`src/rtl/tag_lookup_ctrl.sv`:
```
// Direct-mapped tag RAM sequencer: post-reset valid sweep, lookup/compare, miss refill handshake and tag update.
// Optional hit/miss statistics are built when the STATS_EN macro is defined.
module tag_lookup_ctrl #(
    parameter int IDX_W = 3,
    parameter int TAG_W = 13,
    parameter int CNT_W = 16
) (
    input  logic                   clock,
    input  logic                   reset,
    input  logic                   req_valid,
    output logic                   req_ready,
    input  logic [TAG_W+IDX_W-1:0] req_addr,
    output logic                   resp_valid,
    output logic                   resp_hit,
    output logic                   refill_req,
    input  logic                   refill_ack,
    output logic                   busy,
    output logic [IDX_W-1:0]       tram_addr,
    output logic [TAG_W:0]         tram_din,
    output logic                   tram_we,
    input  logic [TAG_W:0]         tram_dout
`ifdef STATS_EN
    ,
    output logic [CNT_W-1:0]       hit_count,
    output logic [CNT_W-1:0]       miss_count
`endif
);

    localparam logic [2:0] S_INIT    = 3'd0;
    localparam logic [2:0] S_IDLE    = 3'd1;
    localparam logic [2:0] S_LOOKUP  = 3'd2;
    localparam logic [2:0] S_COMPARE = 3'd3;
    localparam logic [2:0] S_REFILL  = 3'd4;
    localparam logic [2:0] S_UPDATE  = 3'd5;

    logic [2:0]       r_state;
    logic [IDX_W-1:0] r_sweep;
    logic [IDX_W-1:0] r_idx;
    logic [TAG_W-1:0] r_tag;
    logic             r_vld_p0;
    logic             r_hit_p0;
    logic             w_hit;

    assign w_hit     = tram_dout[TAG_W] & (tram_dout[TAG_W-1:0] == r_tag);
    assign req_ready = (r_state == S_IDLE);
    assign busy      = (r_state != S_IDLE);

    // Control path: state, sweep counter and the response/refill flags
    always_ff @(posedge clock) begin
        if (reset) begin
            r_state    <= S_INIT;
            r_sweep    <= '0;
            r_vld_p0   <= 1'b0;
            resp_valid <= 1'b0;
            resp_hit   <= 1'b0;
            refill_req <= 1'b0;
        end else begin
            r_vld_p0   <= 1'b0;
            resp_valid <= r_vld_p0;
            resp_hit   <= r_vld_p0 & r_hit_p0;
            case (r_state)
                S_INIT: begin
                    r_sweep <= r_sweep + IDX_W'(1);
                    if (r_sweep == '1) r_state <= S_IDLE;
                end
                S_IDLE: begin
                    if (req_valid) r_state <= S_LOOKUP;
                end
                S_LOOKUP: r_state <= S_COMPARE;
                S_COMPARE: begin
                    if (w_hit) begin
                        r_state  <= S_IDLE;
                        r_vld_p0 <= 1'b1;
                    end else begin
                        r_state    <= S_REFILL;
                        refill_req <= 1'b1;
                    end
                end
                S_REFILL: begin
                    if (refill_ack) begin
                        refill_req <= 1'b0;
                        r_state    <= S_UPDATE;
                    end
                end
                S_UPDATE: begin
                    r_state  <= S_IDLE;
                    r_vld_p0 <= 1'b1;
                end
                default: r_state <= S_INIT;
            endcase
        end
    end

    // Data path: request capture and compare result, no reset needed
    always_ff @(posedge clock) begin
        if (r_state == S_IDLE && req_valid) {r_tag, r_idx} <= req_addr;
        if (r_state == S_COMPARE)     r_hit_p0 <= w_hit;
        else if (r_state == S_UPDATE) r_hit_p0 <= 1'b0;
    end

    always_comb begin
        tram_we   = 1'b0;
        tram_addr = r_idx;
        tram_din  = '0;
        case (r_state)
            S_INIT: begin
                tram_we   = 1'b1;
                tram_addr = r_sweep;
            end
            S_UPDATE: begin
                tram_we  = 1'b1;
                tram_din = {1'b1, r_tag};
            end
            default: ;
        endcase
    end

`ifdef STATS_EN
    function automatic logic [CNT_W-1:0] sat_inc(input logic [CNT_W-1:0] v);
        return (&v) ? v : v + CNT_W'(1);
    endfunction

    // Counters advance on the same edge that raises resp_valid
    always_ff @(posedge clock) begin
        if (reset) begin
            hit_count  <= '0;
            miss_count <= '0;
        end else if (r_vld_p0) begin
            if (r_hit_p0) hit_count  <= sat_inc(hit_count);
            else          miss_count <= sat_inc(miss_count);
        end
    end
`else
    logic w_unused_cnt_w;
    assign w_unused_cnt_w = (CNT_W > 0);
`endif

endmodule
```
`config.mk`:
```
export PLATFORM = sky130hd
export DESIGN_NAME = tag_lookup_ctrl
export DESIGN_NICKNAME = d
export VERILOG_FILES = /design/src/rtl/tag_lookup_ctrl.sv
export SDC_FILE = /design/constraint.sdc
export NUM_CORES = 1
export LEC_CHECK = 0
export CAP_MARGIN = 20
export CORE_MARGIN = 10
export CORE_UTILIZATION = 30
export CTS_BUF_LIST = sky130_fd_sc_hd__clkbuf_2 sky130_fd_sc_hd__clkbuf_4 sky130_fd_sc_hd__clkbuf_8
export DETAILED_ROUTE_END_ITERATION = 7
export GPL_ROUTABILITY_DRIVEN = 0
export PLACE_DENSITY = 0.56
export SETUP_SLACK_MARGIN = 0.1
export SKIP_CTS_REPAIR_TIMING = 1
export SLEW_MARGIN = 20
export SYNTH_ARGS = -nofsm -noshare
export SYNTH_HDL_FRONTEND = slang
export SYNTH_SLANG_ARGS = --single-unit
```
`constraint.sdc`:
```
create_clock -name clock -period 2.5 [get_ports clock]
set_input_delay 0.375 -clock clock [delete_from_list [all_inputs] [get_ports clock]]
set_output_delay 0.375 -clock clock [all_outputs]
set_load 0.01 [all_outputs]
```
After elaboration in Yosys (flattened, before gate mapping)
Index checks and enable logic that the tools add are counted.
Cells by class
  div/mod/pow operators: 0
  equality and inequality tests: 12
  $mul: 0
  reduce and logical (&&, ||, !) cells: 7
  bitwise logic cells: 2
  $lt $le $gt $ge: 0
  multiplexer cells: 15
  shift-type cells: 0
  add/subtract/negate cells: 1
Operators with widths (count)
  one-hot mux 3 bit (6 select lines): 1
  2-to-1 mux 3 bit: 5
  2-to-1 mux 14 bit: 1
  equality test 13 bit: 1
  equality test 3 bit (second input constant): 3
  != test 2 bit (second input constant): 4
  equality test 3 x 2 -> 1 bit (second input constant): 2
  2-to-1 mux 1 bit: 6
  AND reduction 3 bit: 2
  one-hot mux 1 bit (2 select lines): 2
  nonzero test 2 bit: 2
  adder 3 x 1 -> 3 bit (second input constant): 1
  equality test 3 x 1 -> 1 bit (second input constant): 1
  zero test 3 bit: 1
  != test 3 x 1 -> 1 bit (second input constant): 1
  bitwise AND 1 bit: 2
  OR reduction 2 bit: 1
  logical AND 1 bit: 1
Word-level totals
  memories kept: 0
  output and inout port bits: 23
  register bits after elaboration: 27
  input port bits: 34
  bits in read-only memories: 0
  word-level logic and storage cells: 46
  bits in writable memories: 0
  latch bits: 0

Logic depth before layout (Yosys ltp)
Gate-level depths: netlist of run 1.
  depth in word-level cells: 4
  mapped depth: 6
  gate-level depth less buffers: 6

Worst setup path after synthesis of run 1
Ideal clock, no wire load.
  path type: reg-to-reg
  start point: reg r_state[0]
  end point: reg r_idx[0] (enable)
  stages on the path, launching flop included: 5
  period minus slack after synthesis: 1967 ps
  data arrival time: 1593 ps
  slack: 533 ps
  data required time: 2126 ps
  buffers on the path: 1
  cell sequence: dfxtp_1 > buf_2 > nor2b_1 > nor2b_1 > and2_1
Between the ends
  cells in the longest elaborated chain, start to end: 2
RTL lines
  start, declared: RTL line 36  | logic [2:0] r_state;
  start signal, assigned: RTL line 51  | r_state <= S_INIT;
  start signal, assigned: RTL line 64  | if (r_sweep == '1) r_state <= S_IDLE;
  start signal, assigned: RTL line 67  | if (req_valid) r_state <= S_LOOKUP;
  equality test 3 x 1 -> 1 bit
  via req_ready: RTL line 11  | output logic req_ready,
  logical AND 1 bit: RTL line 96  | if (r_state == S_IDLE && req_valid) {r_tag, r_idx} <= req_addr;
  end signal, assigned: RTL line 96
  end, declared: RTL line 38  | logic [IDX_W-1:0] r_idx;
The timed path passes the listed nets, and every way through them passes these cells.
A chain may end at the register's enable or synchronous reset.

Worst setup path after layout of run 1
  start point: reg r_state[1]
  end point: out tram_addr[0]
Between the ends
  cells in the longest elaborated chain, start to end: 2
RTL lines
  zero test 3 bit: RTL line 105  | case (r_state)
  2-to-1 mux 3 bit: RTL line 105
  end, declared: RTL line 18  | output logic [IDX_W-1:0] tram_addr,
No other way between the ends.

==> metrics.txt, run 1 <==
Core Util, Final=49.3%; post-DR wirelength/cell=16.1 µm; Worst-Margin Slew=approximately 320 ps; post-route antenna net violation count=0; Starting DRT DRC Count=30; Final min period=2260 ps; Setup Skew=2.11 ps; Worst Setup End Kind=primary output; fin crit share=90.2%; vias per cell=4.73; PwrDens=approximately 450 mW/mm²; Synthesized Nets=146; RSZ-0062 raised after global routing=no; die area=0.00741 mm²; H-tree lvl count=1; VDD IR max=0.186 mV; relative slew slack=about four fifths; outcome=completed; slowest CP cell=clkdlybuf4s50_1; starting density of the core=31.9%; Post-layout nets=210; CTS tree=yes; synthesized area per cell=11.9 µm²; final WL=3.59 mm; GR Util All Layers=a little under a tenth; leading cell type in the layout, fill and taps excluded=clkdlybuf4s50_1; GRT overflow=0; cell count after synthesis=110; worst min path class=reg2reg; number of max-cap violations=0; TritonRoute pass-1 iters=4; switching power=194 µW; CP Class=reg2out; worst setup margin=245 ps; vias in the first global route=between 1000 and 1500; Die Ht=86.1 µm; max incr delay on CP=500 ps; Worst Path Required=about 2100 ps; switch share=21.5%; setup TNS=0 ps; CTS buffer count=3; clk root buf=clkbuf_8; CTS clk-pin slew, worst paths=90 ps; startpoint types=flip-flop; I/O Pins=57; Ys Warns=0; Residual DRC=0; Ant. Diodes=0; Data arrival, critical path=between 1500 and 2000 ps; clk_lat worst skew=about 260 ps; CTS Buffer Depth=2; Final setup viols=0; I/O Buffers=56; Leakage=roughly 0.79 nW; detailed-route via count=1054; Worst Path Max Fanout=10; Power Internal=709 µW; Core ar.=0.00412 mm²; Place WS=444 ps; cells along the critical path=nor3_4 > mux2_2 > clkdlybuf4s50_1; fmax=443 MHz; final hold violations=0; FF+latch count, synth=27; antenna violations before repair=0; Comb pwr share=between 10% and 20%; crit-path leading delay family=buffers and inverters; Yosys cell types=36; synthesized area=0.00131 mm²; most frequent cells in the layout=56 x clkdlybuf4s50_1, 17 x edfxtp_1, 12 x and3_1; multi-input combinational cell area=568 µm²; # fillers=about 370; Sink Count=27; post-synthesis sequential area ratio=54.2%; Slew Viols, Final=0; first-pass GRT wire length=5.51 mm; dpl hpwl=2.87 mm; Rows=23; layout cells sized above 1=around an eighth; part of the power in registers=54.8%; area added between synthesis and finish=54.6%; largest net degree at the start of global routing=23; WP buf/inv=1; Die X=86.1 µm; clock power share=about 28%; Reg area=just over 700 µm²
[cell type report]
class	instances	area share, %
Inverter	2	0.370
Tap cell	50	3.09
Clock buffer	4	2.41
Sequential cell	27	35.1
Timing Repair Buffer	65	31.0
Multi-Input combinational cell	75	28.0
[Yosys cell counts]
master     n  area share (%)
o211ai_1   1            0.57
nor4_1     1            0.48
mux2i_1    2             1.5
o21ai_0    1            0.38
nor2b_1    4             1.9
and2_1     3             1.4
a21oi_1    4             1.5
or4_1      1            0.57
and3_2     1            0.57
a21boi_0   1            0.57
nand2_2    1            0.48
ha_1       2             1.9
mux2_2     3             2.6
inv_1      2            0.57
a311oi_1   1            0.67
nor2_1     5             1.4
dfxtp_1   10              15
o22ai_1    1            0.48
nor4_4     2             3.2
xor2_1     9             6.0
nand4_1    1            0.48
and3_1    12             5.7
o41a_1     1            0.86
xnor2_1    6             4.0
buf_2      1            0.38
nand2_1    4             1.1
clkbuf_1   4             1.1
edfxtp_1  17              39
o21ai_1    1            0.38
nand2b_1   1            0.48
nor3_1     2            0.76
a211oi_1   1            0.57
nor3b_1    1            0.57
buf_4      1            0.57
nor3_4     1             1.2
nand3b_1   1            0.57
[per-stage QoR]
stage               total power [mW]  cell area, µm²  hold slack (ps)  instances
global route                   0.946            2030              485        223
detailed placement             0.657            1950              453        216
global placement               0.653            1950              444        216
floorplan                      0.564            1310              420        110
finish                         0.903            2030              468        223
CTS                            0.912            2000              472        220
[worst reg2reg max path, cell delays in order, from the launching register on]
cell and delay [ps]:
dfxtp_1 420, nor2b_2 200, buf_4 170, nor2b_1 210, and2_1 150, buf_4 230
[worst paths after layout]
kind	endpoint	from	slack, ps	cells past startpoint
setup reg to reg	r_tag[10]	r_state[0]	810	5
hold reg to reg	resp_valid	r_vld_p0	470	1
hold / removal	resp_valid	r_vld_p0	470	1
setup / recovery	tram_addr[0]	r_state[1]	240	3
[layer usage]
layer  vias up  GRT usage (%)  routed length, µm
li1        521              -                  -
met1       501           9.75               1400
met2        30           16.0               1860
met3         2           3.88                286
met4         0           3.44                 37
met5         -              0                  0
[flip-flops by register name, summed over array words and instances (netlist names)]
name,count
r_idx,3
resp_hit,1
r_tag,13
r_hit_p0,1
r_sweep,3
resp_valid,1
r_state,3
r_vld_p0,1
refill_req,1
[logic make-up (layout without fill, tap and decap cells)]
family,after synthesis,count (layout),share of synthesized area [%]
simple gates,41,41,21.1
buf+inv,8,71,2.67
fa+ha+maj,2,2,1.91
compound gates,12,12,6.01
xor+xnor,15,15,10.0
mux,5,5,4.10
flops,27,27,54.2
[power groups by stage]
stage | combinational [mW] | clock (mW) | sequential [mW]
floorplan | 0.0634 | 0 | 0.501
global placement | 0.148 | 0 | 0.505
detailed placement | 0.152 | 0 | 0.505
CTS | 0.153 | 0.264 | 0.495
global route | 0.168 | 0.282 | 0.496
finish | 0.155 | 0.253 | 0.495
Power figures use the tool's default switching activity.
==> inputs of run 2 (changes only) <==
--- a/config.mk
+++ b/config.mk
@@ -14,7 +14,7 @@
 export PLACE_DENSITY = 0.56
 export SETUP_SLACK_MARGIN = 0.1
 export SKIP_CTS_REPAIR_TIMING = 1
-export SLEW_MARGIN = 20
+export SLEW_MARGIN = 0
 export SYNTH_ARGS = -nofsm -noshare
 export SYNTH_HDL_FRONTEND = slang
 export SYNTH_SLANG_ARGS = --single-unit
==> results of run 2 <==
The final DEF is identical to that of run 1; final timing and power are the same.
